`config.mk`:
```
export PLATFORM = sky130hd
export DESIGN_NAME = attack_resolver
export DESIGN_NICKNAME = d
export VERILOG_FILES = /design/src/rtl/pbs_pkg.sv /design/src/rtl/pbs_lfsr16.sv /design/src/rtl/attack_resolver.sv
export SDC_FILE = /design/constraint.sdc
export NUM_CORES = 1
export LEC_CHECK = 0
export BUFFER_PORTS_ARGS = -buffer_cell sky130_fd_sc_hd__buf_2
export CAP_MARGIN = 20
export CORE_ASPECT_RATIO = 0.9
export CORE_UTILIZATION = 35
export CTS_BUF_LIST = sky130_fd_sc_hd__clkbuf_4
export DETAILED_ROUTE_END_ITERATION = 12
export RECOVER_POWER = 100
export SETUP_SLACK_MARGIN = 0.2
export SLEW_MARGIN = 15
export SYNTH_ARGS = -nofsm -noshare
export SYNTH_HDL_FRONTEND = slang
export SYNTH_SLANG_ARGS = --single-unit
```
`constraint.sdc`:
```
create_clock -name clk -period 4 [get_ports clk]
set_input_delay 0.8 -clock clk [delete_from_list [all_inputs] [get_ports clk]]
set_output_delay 0.8 -clock clk [all_outputs]
set_load 0.02 [all_outputs]
```
`src/rtl/pbs_pkg.sv`:
```
// Package: pbs_pkg
// Shared definitions for the move table and the attack resolver: the resolver
// FSM state type, the accuracy scale (rolls are drawn out of ACC_SCALE) and the
// damage/accuracy field widths. clamp_roll() folds an out-of-range forced roll
// onto the largest legal roll.
package pbs_pkg;

   localparam int DMG_W = 4;
   localparam int ACC_W = 4;

   // Accuracy is expressed "out of ten"; legal rolls are 0..ACC_SCALE-1.
   localparam logic [ACC_W-1:0] ACC_SCALE = 4'd10;

   typedef enum logic [1:0] {
      ST_IDLE  = 2'd0,
      ST_ROLL  = 2'd1,
      ST_APPLY = 2'd2,
      ST_DONE  = 2'd3
   } res_state_e;

   function automatic logic [ACC_W-1:0] clamp_roll(input logic [ACC_W-1:0] r);
      return (r >= ACC_SCALE) ? ACC_SCALE - 1'b1 : r;
   endfunction

endpackage

```
`src/rtl/pbs_lfsr16.sv`:
```
// Module: pbs_lfsr16
// 16-bit Fibonacci LFSR, taps 16,14,13,11 (bits 15,13,12,10), shifting toward
// the MSB with the feedback bit entering at bit 0.
// Ports:
//   clk     in   rising-edge clock
//   reset   in   synchronous active-high, loads SEED
//   enable  in   advance one step this cycle
//   state   out  current 16-bit register contents
// SEED must be nonzero or the register locks up at all-zeros.
module pbs_lfsr16 #(
   parameter logic [15:0] SEED = 16'hACE1
) (
   input  logic        clk,
   input  logic        reset,
   input  logic        enable,
   output logic [15:0] state
);

   logic [15:0] state_q;
   logic [15:0] state_d;
   logic        feedback;

   // NOTE: every signal assigned in always_comb gets a value on every path
   // (here unconditionally), otherwise synthesis infers a latch.
   always_comb begin
      feedback = state_q[15] ^ state_q[13] ^ state_q[12] ^ state_q[10];
      state_d  = enable ? {state_q[14:0], feedback} : state_q;
   end

   // NOTE: sequential state uses non-blocking (<=) so all flops update
   // together at the edge; reset is synchronous, so it sits inside the
   // clocked block and is not in the sensitivity list.
   always_ff @(posedge clk) begin
      if (reset) state_q <= SEED;
      else       state_q <= state_d;
   end

   assign state = state_q;

endmodule

```
`src/rtl/attack_resolver.sv`:
```
// Module: attack_resolver
// Resolves one attack: latches the move's damage/accuracy, draws a roll 0..9
// (from the LFSR, redrawing values >= 10, or from a forced debug roll), decides
// hit = roll < accuracy, and subtracts the damage from the opponent HP with
// saturation at zero. FSM: IDLE -> ROLL -> APPLY -> DONE -> IDLE.
// Optional feature macro: ATTACK_RESOLVER_CRIT_EN -- a hit with roll 0 is
// critical and deals double damage. Without it crit is tied low.
// Ports:
//   clk, reset               clock, synchronous active-high reset
//   new_battle               reload HP, clear ko, abort any resolve (beats start)
//   start, dmg, accu         resolve request and move parameters (IDLE only)
//   dbg_roll_en, dbg_roll    force the roll (values >= 10 act as 9)
//   busy                     resolve in progress (ROLL/APPLY/DONE)
//   done                     one-cycle result-valid pulse
//   hit, crit, dmg_dealt     result of the last resolve, held until next done
//   opp_hp, ko               opponent HP and sticky knocked-out flag
module attack_resolver
   import pbs_pkg::*;
#(
   parameter int          HP_W      = 8,
   parameter int          MAX_HP    = 40,
   parameter logic [15:0] LFSR_SEED = 16'hACE1
) (
   input  logic            clk,
   input  logic            reset,
   input  logic            new_battle,
   input  logic            start,
   input  logic [3:0]      dmg,
   input  logic [3:0]      accu,
   input  logic            dbg_roll_en,
   input  logic [3:0]      dbg_roll,
   output logic            busy,
   output logic            done,
   output logic            hit,
   output logic            crit,
   output logic [4:0]      dmg_dealt,
   output logic [HP_W-1:0] opp_hp,
   output logic            ko
);

   localparam logic [HP_W-1:0] HP_FULL = HP_W'(MAX_HP);

   res_state_e       state_q, state_d;
   logic [DMG_W-1:0] dmg_q, dmg_d;
   logic [ACC_W-1:0] accu_q, accu_d;
   logic [ACC_W-1:0] roll_q, roll_d;
   logic             hit_q, hit_d;
   logic             crit_q, crit_d;
   logic [4:0]       dmg_dealt_q, dmg_dealt_d;
   logic [HP_W-1:0]  opp_hp_q, opp_hp_d;
   logic             ko_q, ko_d;

   logic [15:0]      lfsr_state;
   logic [ACC_W-1:0] roll_draw;
   logic             hit_now;
   logic             crit_now;
   logic [4:0]       dmg_eff;
   logic [4:0]       eff;
   logic [HP_W-1:0]  hp_after;
   logic             unused_lfsr_hi;

   pbs_lfsr16 #(.SEED(LFSR_SEED)) u_lfsr (
      .clk    (clk),
      .reset  (reset),
      .enable (1'b1),
      .state  (lfsr_state)
   );

   // Only the low nibble feeds the roll; the rest is the LFSR's own history.
   assign unused_lfsr_hi = ^lfsr_state[15:4];

   // Result datapath, evaluated from the latched move and roll during APPLY.
   always_comb begin
      roll_draw = dbg_roll_en ? clamp_roll(dbg_roll) : lfsr_state[3:0];
      hit_now   = roll_q < accu_q;
`ifdef ATTACK_RESOLVER_CRIT_EN
      crit_now  = hit_now && (roll_q == '0);
      dmg_eff   = crit_now ? {dmg_q, 1'b0} : {1'b0, dmg_q};
`else
      crit_now  = 1'b0;
      dmg_eff   = {1'b0, dmg_q};
`endif
      eff       = hit_now ? dmg_eff : 5'd0;
      hp_after  = (opp_hp_q > HP_W'(eff)) ? opp_hp_q - HP_W'(eff) : '0;
   end

   always_comb begin
      state_d     = state_q;
      dmg_d       = dmg_q;
      accu_d      = accu_q;
      roll_d      = roll_q;
      hit_d       = hit_q;
      crit_d      = crit_q;
      dmg_dealt_d = dmg_dealt_q;
      opp_hp_d    = opp_hp_q;
      ko_d        = ko_q;

      unique case (state_q)
         ST_IDLE: begin
            // A knocked-out opponent cannot be attacked; the request vanishes.
            if (start && !ko_q) begin
               dmg_d   = dmg;
               accu_d  = accu;
               state_d = ST_ROLL;
            end
         end
         ST_ROLL: begin
            // LFSR nibbles 10..15 are rejected and redrawn next cycle so the
            // accepted roll stays uniform over 0..9.
            if (roll_draw < ACC_SCALE) begin
               roll_d  = roll_draw;
               state_d = ST_APPLY;
            end
         end
         ST_APPLY: begin
            hit_d       = hit_now;
            crit_d      = crit_now;
            dmg_dealt_d = eff;
            opp_hp_d    = hp_after;
            if (hp_after == '0) ko_d = 1'b1;
            state_d     = ST_DONE;
         end
         ST_DONE: state_d = ST_IDLE;
         default: state_d = ST_IDLE;
      endcase

      // A new battle overrides whatever the FSM decided this cycle.
      if (new_battle) begin
         state_d     = ST_IDLE;
         hit_d       = 1'b0;
         crit_d      = 1'b0;
         dmg_dealt_d = 5'd0;
         opp_hp_d    = HP_FULL;
         ko_d        = 1'b0;
      end
   end

   always_ff @(posedge clk) begin
      if (reset) begin
         state_q     <= ST_IDLE;
         dmg_q       <= '0;
         accu_q      <= '0;
         roll_q      <= '0;
         hit_q       <= 1'b0;
         crit_q      <= 1'b0;
         dmg_dealt_q <= 5'd0;
         opp_hp_q    <= HP_FULL;
         ko_q        <= 1'b0;
      end else begin
         state_q     <= state_d;
         dmg_q       <= dmg_d;
         accu_q      <= accu_d;
         roll_q      <= roll_d;
         hit_q       <= hit_d;
         crit_q      <= crit_d;
         dmg_dealt_q <= dmg_dealt_d;
         opp_hp_q    <= opp_hp_d;
         ko_q        <= ko_d;
      end
   end

   assign busy      = (state_q != ST_IDLE);
   assign done      = (state_q == ST_DONE);
   assign hit       = hit_q;
   assign crit      = crit_q;
   assign dmg_dealt = dmg_dealt_q;
   assign opp_hp    = opp_hp_q;
   assign ko        = ko_q;

endmodule
```
==> results of run 1 <==
synthesized netlist by cell type, types with 2 or more instances:
library cell	instances	area (µm²)
a211oi_1	2	15.0
a21o_1	3	22.5
a21oi_1	11	55.1
a21oi_2	2	17.5
a22oi_1	2	15.0
a41o_1	4	40.0
and2_1	3	18.8
buf_2	4	20.0
buf_4	2	15.0
clkbuf_1	4	15.0
dfxtp_1	44	881
ha_1	12	150
inv_1	10	37.5
mux2i_1	13	130
nand2_1	8	30.0
nand2b_1	10	62.6
nand3_1	5	25.0
nand3b_1	3	22.5
nand4b_1	2	17.5
nor2_1	28	105
nor2b_1	9	56.3
nor3_1	3	15.0
nor3b_1	7	52.6
o21ai_0	3	15.0
o21ai_1	2	10.0
or2_2	9	56.3
or3_4	2	22.5
xnor2_1	2	17.5
xor2_1	3	26.3
power breakdown:
part	switching, mW	internal, mW	leakage, nW
Clock	0.140	0.0740	0.0293
Combinational	0.0639	0.0487	0.572
Sequential	0.0105	0.458	0.361
routing by layer:
layer | up-vias | global-route usage (%)
met4 | 0 | 3.45
li1 | 827 | -
met3 | 4 | 4.33
met2 | 25 | 22.5
met1 | 714 | 17.1
met5 | - | 0
through the flow:
step	setup slack (ps)	total power [mW]	cells
2_1_floorplan	1230	0.567	230
3_3_place_gp	1060	0.592	320
3_5_place_dp	999	0.594	320
4_1_cts	953	0.812	328
5_1_grt	377	0.842	328
6_report	685	0.796	328
worst max-delay path by stage:
stage | slack [ps] | cells past startpoint | to
after floorplan | 1230 | 14 | opp_hp[2]
after global placement | 1060 | 14 | opp_hp[5]
after detailed placement | 1000 | 14 | opp_hp[5]
after CTS | 950 | 14 | opp_hp[5]
after global routing | 380 | 14 | opp_hp[5]
final | 680 | 14 | opp_hp[2]
critical path, cell delays in order, from the launching register on:
cell and delay [ps]:
dfxtp_1 350, inv_1 50, ha_1 270, a21o_1 160, a21o_1 170, a21oi_1 530
and2_0 220, ha_1 150, inv_1 50, fa_1 390, nand3_1 100, a21oi_1 130
or3_1 390, a31oi_1 190, nor2_1 50
registers in the layout (all words and copies together), names as in the netlist:
name and cells:
dmg_dealt 4, ko 1, state_q 2, opp_hp 8, u_lfsr.state 16, accu_q 4, hit 1, dmg_q 4
roll_q 4
cell type report:
class,instances,area (µm²),area share (%)
clock buffer,6,45.0,1.94
clock inverter,2,11.3,0.484
inverter,10,37.5,1.61
multi-input combinational,164,1120,48.4
sequential,44,881,37.9
tap,70,87.6,3.77
timing repair buffer,32,139,5.97
kinds of logic after synthesis:
family,after synthesis,synth area share [%]
DFF,44,41.6
and+or+nand+nor,96,25.8
xor gates and xnor gates,5,2.07
adders and majority gates,13,8.03
AOI/OAI and AO/OA,35,11.3
other,1,0.177
muxes,13,6.14
buffers and inverters,22,4.90
==> flow_metrics.tcl, run 1 <==
set metrics [dict create \
    antenna_found_initial 0 \
    avgSynthCellArea_um2 9.25 \
    drc 8 \
    cts-htree-levels 2 \
    drtPass1Iterations 8 \
    drive_gt1_share_pct 13.2 \
    rsz0062_at_grt "false" \
    maxCapViolations 0 \
    dieWidth_um 84.0 \
    post-route-period-util_pct 82.9 \
    initial_utilization_pct 36.8 \
    grt_usage_pct 13.5 \
    setup-violations-final 0 \
    post_dp_cell_area_um2 2300 \
    timing.slew.headroom_pct 23.6 \
    min_from "u_lfsr.state[14]" \
    tns_ps 0 \
    finalMaxSlewViolations 0 \
    holdPathEnd "u_lfsr.state[15]" \
    netlist-cell-type-count 46 \
    place.gp.congestion 0.787 \
    die_y_um 75.8 \
    dr.max_layer_used "met4" \
    vdd_ir_drop_max_mv 0.127 \
    layout_common_cells "dfxtp_1 (44), nor2_1 (28), clkbuf_1 (17)" \
    path_clk_slew_ps 140 \
    fmax_ghz 0.302 \
    via_per_inst 4.79 \
    outcome "finished, violations left" \
    final_nets 287 \
    dieArea_um2 6370 \
    portBuffers 32 \
    power_density_nw_per_um2 342 \
    grt_pass1_vias 1458 \
    antennaDiodeCount 0 \
    holdWs_ps 421 \
    p_leak_nw 0.962 \
    hold_path_depth 1 \
    grt_overflow 0 \
    final_common_cell "dfxtp_1" \
    pin_count 35 \
    cp.required_ps 4220 \
    arrival_ps 3540 \
    cts_resized 0 \
    numCtsBuffers 5 \
    ys.flop_type "dfxtp_1" \
    synthCells 229 \
    clkLatencyLatePin_ps 350 \
    cts_tree "built" \
    drtIter0Drc 100 \
    start_kind "flip-flop" \
    met1_length_mm 2.09 \
    synth_area_um2 2120 \
    fin_crit_ps 3320 \
    final_util_pct 40.4 \
    ys_seq_area_share_pct 41.6 \
    grt_start_max_net_pins 31 \
    tightest_slew_ps 1150 \
    dpl.hpwl_mm 2.85 \
    post-cts-setup-buffers 0 \
    wl_mm 3.98 \
    cp_max_fo 9 \
    yosysWarnings 0 \
    numClockSinks 44 \
    rr_endpoint "opp_hp[2]" \
    rr_worst_depth 14 \
    reg2reg_from "accu_q[1]" \
    async_flop_share_pct 0 \
    cp-startpoint "accu_q[1]" \
    fin_skew_ps 24.4 \
    wl_per_cell_um 12.1 \
    hold_viol 0 \
    syn2layout_area_growth_pct 9.81 \
    vias 1570 \
    clockBufferDepth 2 \
    grt_pass1_wl_mm 6.72 \
    crit_type "flip-flop to flip-flop" \
    fp-row-count 26 \
    core_area_um2 5760 \
    wl_met3_um 146 \
    crit_path_end_kind "flip-flop" \
    hp-class "flip-flop to flip-flop" \
    ctsHoldBuffers 0 \
    routed-wl-met2_mm 1.71 \
    detail-route-antenna-nets 0 \
    reg2reg_setup_slack_ps 680 \
    cts_root_buf "clkbuf_4" \
    fillCellCount 582 \
    ys_seq_elements 44 \
    violations "design-rule violations" \
    fin_area_um2 2330 \
    synth_edf_count 0 \
]
Note: power is estimated with default switching activity, not from simulation.
==> run 2: changes to the inputs <==
==> constraint.sdc (replaced) <==
create_clock -name clk -period 3.35 [get_ports clk]
set_input_delay 0.67 -clock clk [delete_from_list [all_inputs] [get_ports clk]]
set_output_delay 0.67 -clock clk [all_outputs]
set_load 0.02 [all_outputs]
==> run 2 against run 1 <==
- the run still ends with design-rule violations left
- non-clock buffer count is 1 higher
- design area is 0.81% higher
- die area stayed put
- count of clock-buffer cells in the layout stayed put
- critical endpoint is now opp_hp[5]
- largest cell class unchanged
==> flow_metrics.tcl, run 2 (synthesis gave the netlist of run 1 again) <==
set metrics [dict create \
    outcome "finished, violations left" \
    violations "design-rule violations" \
    cp_max_fo 6 \
    cts_resized 0 \
    post-cts-setup-buffers 0 \
    wl_per_cell_um 12.1 \
    portBuffers 32 \
    place.gp.congestion 0.794 \
    crit_chain "inv_1 > ha_1 > a21o_1 > a21o_1 > a21oi_4 > and2_0 > ha_1 > inv_1 > fa_1 > nand3_1 > a21oi_1 > nor3_4 > o21ai_1 > a211o_1" \
    initial_utilization_pct 36.8 \
    drc 8 \
    syn2layout_area_growth_pct 10.7 \
    clockBufferDepth 2 \
    drive_gt1_share_pct 13.5 \
    fp-row-count 26 \
    drtPass1Iterations 8 \
    cp.required_ps 3590 \
    grt_util_met2_pct 20.8 \
    crit_path_end_kind "flip-flop" \
    detail-route-antenna-nets 0 \
    cts_root_buf "clkbuf_4" \
    fin_area_um2 2340 \
    cts_tree "built" \
    path_clk_slew_ps 130 \
    timing.slew.headroom_pct 24.1 \
    core_area_um2 5760 \
    grt_util_met1_pct 17.1 \
    post_dp_cell_area_um2 2310 \
    fin_skew_ps 26.6 \
    dpl.hpwl_mm 2.82 \
    wl_mm 3.97 \
    pin_count 35 \
    grt_pass1_vias 1434 \
    grt_overflow 0 \
    crit_family "compound AO/OA/AOI/OAI gates" \
    numCtsBuffers 5 \
    rsz0062_at_grt "false" \
    grt_start_max_net_pins 31 \
    setup-violations-final 0 \
    crit_type "flip-flop to flip-flop" \
    p_leak_nw 0.967 \
    ctsHoldBuffers 0 \
    antenna_found_initial 0 \
    maxCapViolations 0 \
    drtIter0Drc 112 \
    hold_viol 0 \
    vias 1599 \
    finalMaxSlewViolations 0 \
    tightest_slew_ps 1140 \
    power_density_nw_per_um2 411 \
    hp-class "flip-flop to flip-flop" \
    fmax_ghz 0.343 \
    vdd_ir_drop_max_mv 0.176 \
    p_total_mw 0.963 \
    final_nets 288 \
    dieWidth_um 84.0 \
    die_y_um 75.8 \
    final_common_cell "dfxtp_1" \
    arrival_ps 3150 \
    layout_common_cells "dfxtp_1 (44), nor2_1 (28), clkbuf_1 (17)" \
    grt_usage_pct 13.3 \
    post-route-period-util_pct 86.9 \
    fin_crit_ps 2910 \
    tns_ps 0 \
    slowest_stage "fa_1" \
    clkLatencyLatePin_ps 360 \
    cp_slowest_stage_delay_ps 390 \
    cts-htree-levels 2 \
    largest_reg_flops 16 \
    grt_util_met3_pct 4.33 \
    crit_buf_inv 2 \
    dieArea_um2 6370 \
    grt_pass1_wl_mm 6.58 \
    antennaDiodeCount 0 \
    via_per_inst 4.86 \
    start_kind "flip-flop" \
    busiest_layer "met2" \
    numClockSinks 44 \
]
run 2: changes by cell type in the layout (fill, tap and decap cells not counted), sizes merged:
cell / before / now
buf: 15 / 16
run 2: report_power, final:
group	switching [mW]	internal (mW)
clock	0.173	0.0883
sequential	0.0124	0.547
combinational	0.0785	0.0642
run 2: routing by layer:
layer | share of wire (%) | vias up | wire [µm]
met5 | 0 | - | 0
met2 | 42 | 33 | 1680
li1 | - | 829 | -
met4 | 1.4 | 0 | 55
met1 | 52 | 733 | 2050
met3 | 4.5 | 4 | 180
run 2: final timing paths:
check	start	to	slack, ps	depth (start not counted)
worst min register to register	u_lfsr.state[14]	u_lfsr.state[15]	410	1
worst min-delay path	u_lfsr.state[14]	u_lfsr.state[15]	410	1
worst max register to register	accu_q[1]	opp_hp[5]	440	14
worst max-delay path	accu_q[1]	opp_hp[5]	440	14
run 2: metrics by stage:
stage / hold slack, ps / util [%] / instances / setup slack [ps]
finish: 411 / 40.7 / 329 / 439
global route: 427 / 40.7 / 329 / 141
CTS: 420 / 41.1 / 329 / 415
detailed placement: 394 / 40.1 / 321 / 449
global placement: 394 / 40.1 / 321 / 498
floorplan: 389 / - / 230 / 578
run 2: cell type report:
cell class / count / area (µm²)
Tap cell: 70 / 87.6
Clock buffer: 6 / 45.0
Timing Repair Buffer: 33 / 146
Inverter: 10 / 37.5
Fill cell: 592 / 3410
Clock inverter: 2 / 11.3
Multi-Input combinational cell: 164 / 1140
Sequential cell: 44 / 881
